### src/rtl/smi_pkg.sv
// Shared definitions for the SMI PHY management sequencer: LAN8720 register map,
// command words and the sequencer state encoding.
package smi_pkg;

   localparam logic [4:0] REG_BMCR     = 5'd0;
   localparam logic [4:0] REG_BMSR     = 5'd1;
   localparam logic [4:0] REG_PHY_SCSR = 5'd31;

   localparam int unsigned BMCR_RESET_BIT    = 15;
   localparam int unsigned BMSR_LINK_BIT     = 2;
   localparam int unsigned SCSR_SPEED100_BIT = 3;
   localparam int unsigned SCSR_FDX_BIT      = 4;

   localparam logic [15:0] BMCR_SOFT_RESET = 16'h8000;
   localparam logic [15:0] BMCR_AN_RESTART = 16'h1200;

   typedef enum logic [3:0] {
      S_POWERUP,
      S_RST_WR,
      S_RST_WAIT,
      S_RST_RD,
      S_RST_RDWAIT,
      S_RST_GAP,
      S_AN_WR,
      S_AN_WAIT,
      S_POLL_IDLE,
      S_BMSR_RD,
      S_BMSR_WAIT,
      S_SPD_RD,
      S_SPD_WAIT
   } smi_mgr_state_t;

   function automatic int unsigned max_u(input int unsigned a, input int unsigned b);
      return (a > b) ? a : b;
   endfunction

endpackage

### src/rtl/smi_phy_manager.sv
// Drives smi_device to soft-reset the PHY, start auto-negotiation, then polls
// link status and publishes link_up / speed_100 / full_duplex.
module smi_phy_manager
   import smi_pkg::*;
#(
   parameter logic [4:0]  PHY_ADDR          = 5'd1,
   parameter int unsigned POWERUP_CYCLES    = 1_000_000,
   parameter int unsigned WRITE_WAIT_CYCLES = 3000,
   parameter int unsigned READ_TIMEOUT      = 4096,
   parameter int unsigned POLL_INTERVAL     = 10_000_000,
   parameter int unsigned RESET_POLL_MAX    = 16
) (
   input  logic        clk_100mhz,
   input  logic        rst,
   output logic [4:0]  phy_addr,
   output logic [4:0]  reg_addr,
   output logic [15:0] in_data,
   output logic        do_read,
   output logic        do_write,
   input  logic [15:0] out_data,
   input  logic        out_data_valid,
   output logic        init_done,
   output logic        link_up,
   output logic        speed_100,
   output logic        full_duplex,
   output logic        link_change,
   output logic        smi_timeout,
   output logic        init_fault
);

   localparam int unsigned MAX_CYC = max_u(max_u(POWERUP_CYCLES, WRITE_WAIT_CYCLES),
                                           max_u(READ_TIMEOUT, POLL_INTERVAL));
   localparam int unsigned TW = $clog2(MAX_CYC) + 1;
   localparam int unsigned RW = $clog2(RESET_POLL_MAX + 1);

   // Timers are loaded with N-1 so that a state lasts exactly N cycles.
   localparam logic [TW-1:0] T_POWERUP = TW'(POWERUP_CYCLES - 1);
   localparam logic [TW-1:0] T_WRITE   = TW'(WRITE_WAIT_CYCLES - 1);
   localparam logic [TW-1:0] T_READ    = TW'(READ_TIMEOUT - 1);
   localparam logic [TW-1:0] T_POLL    = TW'(POLL_INTERVAL - 1);
   localparam logic [RW-1:0] LAST_TRY  = RW'(RESET_POLL_MAX - 1);

   smi_mgr_state_t state, next_state;
   logic [TW-1:0]  timer, timer_val;
   logic [RW-1:0]  retry_cnt;
   logic           link_prev;

   logic           timer_load, req_load, retry_clr, retry_inc;
   logic [4:0]     req_reg;
   logic [15:0]    req_data;
   logic           set_fault, set_timeout, set_init, link_clr, link_set;
   logic           expired;

   logic           unused_bits;
   assign unused_bits = ^{out_data[14:5], out_data[1:0]};

   assign phy_addr    = PHY_ADDR;
   assign link_change = link_up ^ link_prev;
   assign expired     = (timer == '0);

   always_comb begin
      next_state  = state;
      timer_load  = 1'b0;
      timer_val   = '0;
      do_read     = 1'b0;
      do_write    = 1'b0;
      req_load    = 1'b0;
      req_reg     = reg_addr;
      req_data    = in_data;
      retry_clr   = 1'b0;
      retry_inc   = 1'b0;
      set_fault   = 1'b0;
      set_timeout = 1'b0;
      set_init    = 1'b0;
      link_clr    = 1'b0;
      link_set    = 1'b0;

      case (state)
         S_POWERUP: if (expired) begin
            next_state = S_RST_WR;
            req_load   = 1'b1;
            req_reg    = REG_BMCR;
            req_data   = BMCR_SOFT_RESET;
            retry_clr  = 1'b1;
         end
         S_RST_WR: begin
            do_write   = 1'b1;
            next_state = S_RST_WAIT;
            timer_load = 1'b1;
            timer_val  = T_WRITE;
         end
         S_RST_WAIT, S_RST_GAP: if (expired) begin
            next_state = S_RST_RD;
            req_load   = 1'b1;
            req_reg    = REG_BMCR;
         end
         S_RST_RD: begin
            do_read    = 1'b1;
            next_state = S_RST_RDWAIT;
            timer_load = 1'b1;
            timer_val  = T_READ;
         end
         S_RST_RDWAIT: begin
            if (out_data_valid) begin
               if (out_data[BMCR_RESET_BIT] && retry_cnt != LAST_TRY) begin
                  retry_inc  = 1'b1;
                  next_state = S_RST_GAP;
                  timer_load = 1'b1;
                  timer_val  = T_WRITE;
               end else begin
                  set_fault  = out_data[BMCR_RESET_BIT];
                  next_state = S_AN_WR;
                  req_load   = 1'b1;
                  req_reg    = REG_BMCR;
                  req_data   = BMCR_AN_RESTART;
               end
            end else if (expired) begin
               set_timeout = 1'b1;
               next_state  = S_POWERUP;
               timer_load  = 1'b1;
               timer_val   = T_POWERUP;
            end
         end
         S_AN_WR: begin
            do_write   = 1'b1;
            next_state = S_AN_WAIT;
            timer_load = 1'b1;
            timer_val  = T_WRITE;
         end
         S_AN_WAIT: if (expired) begin
            set_init   = 1'b1;
            next_state = S_POLL_IDLE;
            timer_load = 1'b1;
            timer_val  = T_POLL;
         end
         S_POLL_IDLE: if (expired) begin
            next_state = S_BMSR_RD;
            req_load   = 1'b1;
            req_reg    = REG_BMSR;
         end
         S_BMSR_RD, S_SPD_RD: begin
            do_read    = 1'b1;
            next_state = (state == S_BMSR_RD) ? S_BMSR_WAIT : S_SPD_WAIT;
            timer_load = 1'b1;
            timer_val  = T_READ;
         end
         S_BMSR_WAIT: begin
            if (out_data_valid && out_data[BMSR_LINK_BIT] && !link_up) begin
               next_state = S_SPD_RD;
               req_load   = 1'b1;
               req_reg    = REG_PHY_SCSR;
            end else if (out_data_valid || expired) begin
               set_timeout = !out_data_valid;
               link_clr    = !out_data_valid || !out_data[BMSR_LINK_BIT];
               next_state  = S_POLL_IDLE;
               timer_load  = 1'b1;
               timer_val   = T_POLL;
            end
         end
         S_SPD_WAIT: if (out_data_valid || expired) begin
            set_timeout = !out_data_valid;
            link_set    = out_data_valid;
            next_state  = S_POLL_IDLE;
            timer_load  = 1'b1;
            timer_val   = T_POLL;
         end
         default: begin
            next_state = S_POWERUP;
            timer_load = 1'b1;
            timer_val  = T_POWERUP;
         end
      endcase
   end

   always_ff @(posedge clk_100mhz) begin
      if (rst) begin
         state       <= S_POWERUP;
         timer       <= T_POWERUP;
         retry_cnt   <= '0;
         reg_addr    <= '0;
         in_data     <= '0;
         init_done   <= 1'b0;
         link_up     <= 1'b0;
         link_prev   <= 1'b0;
         speed_100   <= 1'b0;
         full_duplex <= 1'b0;
         smi_timeout <= 1'b0;
         init_fault  <= 1'b0;
      end else begin
         state     <= next_state;
         link_prev <= link_up;
         if (timer_load)
            timer <= timer_val;
         else if (!expired)
            timer <= timer - 1'b1;
         if (retry_clr)
            retry_cnt <= '0;
         else if (retry_inc)
            retry_cnt <= retry_cnt + 1'b1;
         if (req_load) begin
            reg_addr <= req_reg;
            in_data  <= req_data;
         end
         if (set_init)
            init_done <= 1'b1;
         if (set_fault)
            init_fault <= 1'b1;
         if (set_timeout)
            smi_timeout <= 1'b1;
         if (link_clr)
            link_up <= 1'b0;
         if (link_set) begin
            link_up     <= 1'b1;
            speed_100   <= out_data[SCSR_SPEED100_BIT];
            full_duplex <= out_data[SCSR_FDX_BIT];
         end
      end
   end

endmodule

### config.mk
export PLATFORM = sky130hd
export DESIGN_NAME = smi_phy_manager
export DESIGN_NICKNAME = d
export VERILOG_FILES = /design/src/rtl/smi_pkg.sv /design/src/rtl/smi_phy_manager.sv
export SDC_FILE = /design/constraint.sdc
export NUM_CORES = 1
export LEC_CHECK = 0
export CAP_MARGIN = 20
export CORE_ASPECT_RATIO = 0.6
export CORE_UTILIZATION = 41
export CTS_BUF_LIST = sky130_fd_sc_hd__clkbuf_4 sky130_fd_sc_hd__clkbuf_8
export DETAILED_ROUTE_END_ITERATION = 10
export PLACE_DENSITY = 0.73
export SYNTH_ARGS = -nofsm -noshare
export SYNTH_HDL_FRONTEND = slang
export SYNTH_SLANG_ARGS = --single-unit
### constraint.sdc
create_clock -name clk_100mhz -period 6.76 [get_ports clk_100mhz]
set_input_delay 1.352 -clock clk_100mhz [delete_from_list [all_inputs] [get_ports clk_100mhz]]
set_output_delay 1.352 -clock clk_100mhz [all_outputs]
set_load 0.01 [all_outputs]
==> results of run 1 <==
kinds of logic (layout without fill, tap and decap cells):
logic type | Yosys count | count (layout)
buf+inv | 48 | 41
other cells | 2 | 18
fa+ha+maj | 4 | 4
simple gates | 138 | 138
xor+xnor | 24 | 24
flops | 45 | 45
compound gates | 84 | 84
mux | 3 | 3
routing by layer:
| metal | up-vias | wire length (um) |
|---|---|---|
| li1 | 1196 | - |
| met1 | 1131 | 3430 |
| met2 | 112 | 2460 |
| met3 | 5 | 538 |
| met4 | 0 | 64 |
| met5 | - | 0 |
worst max-delay path, stage by stage:
cell and delay, ns:
sky130_fd_sc_hd__clkdlybuf4s50_1 0.75, sky130_fd_sc_hd__nand3b_1 0.28, sky130_fd_sc_hd__and3_1 0.27, sky130_fd_sc_hd__nor3_2 0.45, sky130_fd_sc_hd__and2_1 0.42, sky130_fd_sc_hd__nor3_1 0.07, sky130_fd_sc_hd__or3b_1 0.35
sequential cells by signal, summed over array words and instances (netlist names):
register,count
state,4
link_up,1
init_fault,1
link_prev,1
in_data,2
full_duplex,1
timer,25
smi_timeout,1
retry_cnt,5
reg_addr,2
speed_100,1
init_done,1
report_power, final:
group          switching, mW  internal [mW]  leakage (nW)  total (mW)
registers             0.0179          0.274         0.364       0.292
logic                 0.0510         0.0306         0.627      0.0816
clock network         0.0978          0.120        0.0574       0.218
area by class of cell:
| type | instances | area [um2] | area share, % |
|---|---|---|---|
| repair buffers | 23 | 230 | 7.66 |
| clock inverters | 2 | 37.5 | 1.25 |
| inverters | 10 | 37.5 | 1.25 |
| multi-input cells | 271 | 1610 | 53.6 |
| clock buffers | 6 | 82.6 | 2.75 |
| well taps | 84 | 105 | 3.50 |
| flip-flops and latches | 45 | 901 | 30.0 |
cells in the mapped netlist (all sizes together), types with 7 or more instances:
cell / n
inv: 9
xnor2: 16
nand2: 29
a21oi: 25
o21ai: 29
o21a: 7
dfxtp: 45
xor2: 8
nand3: 8
nand2b: 11
nor3: 17
buf: 28
clkbuf: 10
nor2: 42
how the worst min path moves through the flow:
stage	start	to	slack, ns	cells after the start
5_1_grt	init_done	init_done	0.48	2
6_report	init_done	init_done	0.45	2
3_3_place_gp	init_done	init_done	0.44	2
4_1_cts	init_done	init_done	0.45	2
2_1_floorplan	init_done	init_done	0.47	2
3_5_place_dp	init_done	init_done	0.44	2
per-stage QoR:
stage	instance area [um2]	std cells	hold WS, ns	power (mW)
3_5_place_dp	2890	433	0.437	0.378
3_3_place_gp	2890	433	0.437	0.376
2_1_floorplan	2790	364	0.470	0.363
4_1_cts	3010	441	0.450	0.593
5_1_grt	3010	441	0.478	0.620
6_report	3010	441	0.448	0.592
==> results.txt, run 1 <==
The summed negative setup slack over all endpoints came out at 0 ns. The path class of the tightest hold or removal check is register to register. The number of warnings issued by yosys is 0. Global routing consumed, on the met3 layer, between 4 and 5% of the routing resources. The cell type with the largest total area after synthesis is sky130_fd_sc_hd__dfxtp_1. Data on the critical path is required at its endpoint by approximately 7.0 ns. Buffers inserted during clock tree synthesis total 5.

The maximum clock insertion buffer count came out at 2. The startpoint identified for the worst register-to-register timing path is retry_cnt[0]. The width of the die came out at about 110 um. The share of synthesized area in the top cell type comes to 33.0%.

The final cycle utilization of the critical path is about 56%. The number of top-level pins is 54. The instance count of the mapped netlist came out at roughly 350. Cells with a size suffix above 1 make up roughly 5.3% of the layout.

In this run the worst setup path begins at out_data_valid. For this run, global-route usage on met1 was measured as between 30% and 40%. The worst register-to-register path ends at timer[3]. The worst setup slack after placement came out at approximately 2.7 ns. For this design, the CTS-stage hold fixing added 0 buffers.

The final-report hold violation count is 0. The final worst slack came out at between 3 and 4 ns. The worst setup path category is primary input to register. The total global-route track usage is about a fifth. The clock period minus final worst setup slack is approximately 3.8 ns. Measured against its own limit, the worst slew margin works out to between 30% and 40%.

The post-synthesis register bit count came out at 45. The antenna cell count came out at 0. The count of cells along the worst register-to-register path came out at 9. In this run the static leakage power is 1.05 nW. The setup slack on the worst flop-to-flop path came out at a little under 4 ns. Setup violations remaining at the end of the flow were counted as 0. The met2 usage in global routing is about a quarter. The power density normalized to cell area came out at approximately 200 nW/um2.

The average instance in the mapped netlist occupies 7.83 um2. The number of enable flip-flop cells after synthesis came out at 0. The count of TritonRoute iterations in the first routing pass is 5. The final core utilization came out at 47.9%.

The critical path endpoint is timer[3]. In this run the most used layer during global routing was met1. The wire length after detailed routing is 6490 um.

The worst path arrival time came out at 3.95 ns. The floorplan die height came out at roughly 65 um. The row count came out at 22.

The max-slew violation count came out at 0. The global-route wire length before repair came out at 10600 um. The synthesized netlist devotes 19.0% of its cell area to compound gates.

The leftover overflow at the end of global routing is 0. The simple logic cell fraction of the synthesized area came out at between 20% and 30%. The pin count of the biggest net entering global routing is 23. Clock-pin slew was measured on the worst setup and hold paths at approximately 0.090 ns. The tree is rooted in a sky130_fd_sc_hd__clkbuf_8. The port buffer count is 23. The initial antenna violation count is 0.

The total DRC errors in the routed layout is 0. The cell area after technology mapping is ~2700 um2. The routed layout has approximately 2400 vias. The H-tree generated during clock tree synthesis spans 2 levels.

Between clock sinks in the finished design, the worst skew comes to ~0.0076 ns. By area, the combinational part of the netlist is dominated by simple AND/OR/NAND/NOR gates. The worst setup path is launched from a primary input. The routed length per instance came out at between 10 and 15 um. The register area share after synthesis is between 30% and 40%. TritonCTS built the clock tree. Leaving out fill and tap cells, the most frequent cell in the layout is sky130_fd_sc_hd__dfxtp_1. The worst voltage drop across the vdd grid came out at between 0.0001 and 0.00015 V. After clock tree synthesis, the setup repair step added 0 buffers. The clock latency on the worst-skew pair is 0.30 ns. In the layout the commonest cells are sky130_fd_sc_hd__dfxtp_1, sky130_fd_sc_hd__nor2_1, sky130_fd_sc_hd__nand2_1, sky130_fd_sc_hd__o21ai_0, sky130_fd_sc_hd__a21oi_1. The die outline area came out at approximately 7000 um2. The multiplexer area fraction after synthesis is approximately 1.1%.

The HPWL after detailed placement is roughly 4700 um. Once the floorplan was initialized, standard cells occupied between 40 and 50% of the core. The number of max-cap violations came out at 0.

The count of instances resized after the clock tree is built came out at 0. Setup repair after global routing left no endpoint under its margin. The measured slew at the worst slew-check pin is roughly 0.92 ns.

The area growth from synthesis to layout is 10.3%. The per-cell via count in the routed design came out at roughly 5.5. The filler cells instantiated in the layout total around 600.

The iteration-0 DRC count of the detailed router came out at 143. In the final design database the tool counted between 300 and 400 nets. The share of synthesized registers carrying an async set or reset came out at 0%. The synthesized netlist devotes 7.71% of its cell area to XOR and XNOR gates. The upper clock frequency limit is around 0.27 GHz. The number of routed nets with antenna violations came out at 0. The post-synthesis share of cell area spent on full adders, half adders and majority gates is 1.84%. The via count of the first global-routing pass is 2070. The maximum fanout encountered on the critical timing path is 13. The flow ran to the end, and the final reports show no timing, DRC or antenna violations.

Routability-driven placement finished with a final weighted congestion of around 0.9. The area of the placeable core is between 6000 and 7000 um2. The most used flip-flop cell after synthesis is sky130_fd_sc_hd__dfxtp_1. The worst setup path is captured at a register. Synthesis instantiated 54 different standard cells from the library. CTS saw 45 sinks.

After synthesis, the cell types taking the most area are sky130_fd_sc_hd__dfxtp_1, sky130_fd_sc_hd__buf_4, sky130_fd_sc_hd__nor2_1.
(Power assumes the default switching activity.)
==> inputs of run 2 (changes only) <==
==> constraint.sdc (replaced) <==
create_clock -name clk_100mhz -period 3.6 [get_ports clk_100mhz]
set_input_delay 0.72 -clock clk_100mhz [delete_from_list [all_inputs] [get_ports clk_100mhz]]
set_output_delay 0.72 -clock clk_100mhz [all_outputs]
set_load 0.01 [all_outputs]
==> run 2 against run 1 <==
  * Global-route usage is 0.17 points higher
  * Worst setup slack worse by 2.3 ns
  * Highest routed layer unchanged
  * Total power is 74% higher
  * Wire length is 0.97% higher
==> results.txt, run 2 (same netlist as run 1, synthesis figures left out) <==
The routed length per instance came out at 14.7 um. The register area came out at 901 um2. The initial antenna violation count is 0. TritonCTS built the clock tree.

The leftover overflow at the end of global routing came out at 0. In this run the power density over the cells is between 300 and 400 nW/um2. The final-report hold violation count is 0. Grouping stages by cell kind, the critical path spends the most delay in flip-flops. The area of the placeable core is 6280 um2.

The weighted congestion reported at the end of routability-driven placement came out at roughly 0.96. The path class of the tightest hold or removal check is register to register. The worst voltage drop across the vdd grid is about 0.00016 V.

The run finished with clean final reports. The clock slew seen by the registers of the worst setup and hold paths came out at roughly 0.1 ns. By startpoint and endpoint, the worst setup path is classified as register to output pin. From left edge to right edge, the die measures between 100 and 150 um. The measured slew at the worst slew-check pin is between 0.6 and 0.7 ns. The port buffer count is 23. The clock period minus final worst setup slack is about 2.9 ns.

The area of combinational cells with multiple inputs came out at 1610 um2. The startpoint identified for the worst hold timing path is init_done. The maximum level of the CTS H-tree is 2. Setup repair after global routing left no endpoint under its margin. The number of max-cap violations is 0. The kind of launch point of the worst setup path is a register. Tracing the worst setup path back leads to its startpoint at state[0]. The number of top-level pins is 54. The total instance count after detailed placement came out at 438. The row count came out at 22. The analysis attributes to cell leakage a power of approximately 1.1 nW.

The final cycle utilization of the critical path came out at between 80% and 90%. The slowest stage of the critical path belongs to the cell sky130_fd_sc_hd__dfxtp_1. The number of routed nets with antenna violations is 0. In this run the critical register-to-register path is launched from timer[0]. The HPWL after detailed placement is around 4800 um. The clock latency on the worst-skew pair came out at 0.31 ns. The max-slew violation count is 0. The pin count of the biggest net entering global routing is 21. The upper clock frequency limit is 0.345 GHz. The floorplan step defined a die boundary enclosing between 6000 and 7000 um2. The layout has between 600 and 700 filler cells. The total global-route track usage came out at 19.9%.

For the worst setup path, the data arrival time is around 2.2 ns. Gates resized during post-CTS repair numbered 0. Traced cell by cell, the critical path runs through nand2_1 -> o22a_1 -> nor2_1 -> clkdlybuf4s50_1. The clock sink count is between 40 and 50. The iteration-0 DRC count of the detailed router came out at between 200 and 300. The number of buffer and inverter instances along the worst setup path came out at 1. Leaving out fill and tap cells, the most frequent cell in the layout is sky130_fd_sc_hd__dfxtp_1.

Setup violations remaining at the end of the flow were counted as 0. The maximum clock insertion buffer count came out at 2. In the routed layout, each cell is associated on average with a via count of around 5.5.

Before antenna repair, the detailed router went through 5 iterations. The maximum fanout encountered on the critical timing path is 20. At the end of the flow, the number of nets in the layout was approximately 380. The normalized max-slew margin is a little under three fifths. The total DRC errors in the routed layout came out at 0. The required time at the endpoint of the critical path is around 2.9 ns. For this configuration, the core starts out at a cell density of between 40% and 50%. STA classifies the critical path endpoint as an output pin. The number of cells on the critical path came out at 4. The worst clock skew is ~0.015 ns. The wire length after detailed routing came out at 6550 um. The flip-flop count of the largest register, all copies and words added came out at 25.

The count of cells along the worst hold path came out at 2. The global-route wire length before repair is between 10000 and 15000 um. Buffers inserted during clock tree synthesis total 5. The count of cells along the worst register-to-register path came out at 8. The largest single stage delay on the critical path is 0.75 ns. The floorplan die height is about 65 um. The number of hold-repair buffers added at the cts stage came out at 0. The via count of the first global-routing pass came out at around 2100.

The buffer type at the clock tree root is sky130_fd_sc_hd__clkbuf_8. The synthesis-to-layout area growth is 10.2%. The non-filler instance count after layout came out at about 450. The overall power of the completed layout is 1.03 mW. The post-route netlist has approximately 6.4% of its cells at a drive strength greater than 1.

In the final layout, the registers with the most flip-flops are timer x25, retry_cnt x5, state x4. The buffers inserted during post-CTS setup optimization came out at 0. Counting flops per register, the top entry is timer. In the layout the commonest cells are sky130_fd_sc_hd__dfxtp_1, sky130_fd_sc_hd__nor2_1, sky130_fd_sc_hd__nand2_1, sky130_fd_sc_hd__o21ai_0, sky130_fd_sc_hd__a21oi_1. Across all layers, the routed design uses between 2000 and 2500 vias. The repair_antennas step left the layout with diodes totalling 0. Adding up every negative setup slack in the final design gives 0 ns.
-- run 2: cell types whose count changed in the layout (fill, tap and decap cells not counted) --
cell,change
sky130_fd_sc_hd__clkinv_2,+2
sky130_fd_sc_hd__clkbuf_8,-1
sky130_fd_sc_hd__buf_4,+5
sky130_fd_sc_hd__clkinvlp_4,-1
sky130_fd_sc_hd__clkbuf_4,+1
sky130_fd_sc_hd__nor3_1,+1
sky130_fd_sc_hd__bufinv_16,-1
sky130_fd_sc_hd__nor3_2,-1
-- run 2: path summary, 6_finish.rpt --
| path | to | slack [ns] |
|---|---|---|
| hold reg to reg | init_done | 0.46 |
| hold / removal | init_done | 0.46 |
| setup reg to reg | timer[3] | 0.81 |
| setup / recovery | do_write | 0.70 |
-- run 2: area by class of cell --
cell class                 count  area share, %
clock buffer                   6           2.54
clock inverter                 2          0.333
inverter                      10           1.25
multi-input combinational    271           53.5
sequential                    45           30.0
tap                           84           3.50
timing repair buffer          28           8.91
-- run 2: routing by layer --
layer	vias to the layer above	GRT usage [%]	part of all wire, %
li1	1198	-	-
met1	1155	30.7	51
met2	103	26.7	38
met3	8	4.37	9.7
met4	0	6.34	0.90
met5	-	0	0
-- run 2: report_power, final --
group / total [mW] / switching, mW / internal [mW]
clock: 0.321 / 0.178 / 0.143
sequential: 0.547 / 0.0319 / 0.515
combinational: 0.161 / 0.0992 / 0.0617
-- run 2: tightest hold or removal path, delay by kind of cell (launching register included) --
family	cells	cell delay, ns
buf+inv	1	0.04
compound gates	1	0.05
flops	1	0.31
-- run 2: stage by stage --
stage	hold slack (ns)	cell area (um2)	util [%]	setup slack, ns
finish	0.455	3010	47.9	0.702
global route	0.483	3010	47.9	0.576
CTS	0.458	3010	47.9	0.711
detailed placement	0.448	2920	46.5	0.600
global placement	0.437	2920	46.5	0.639
floorplan	0.470	2790	-	1.20
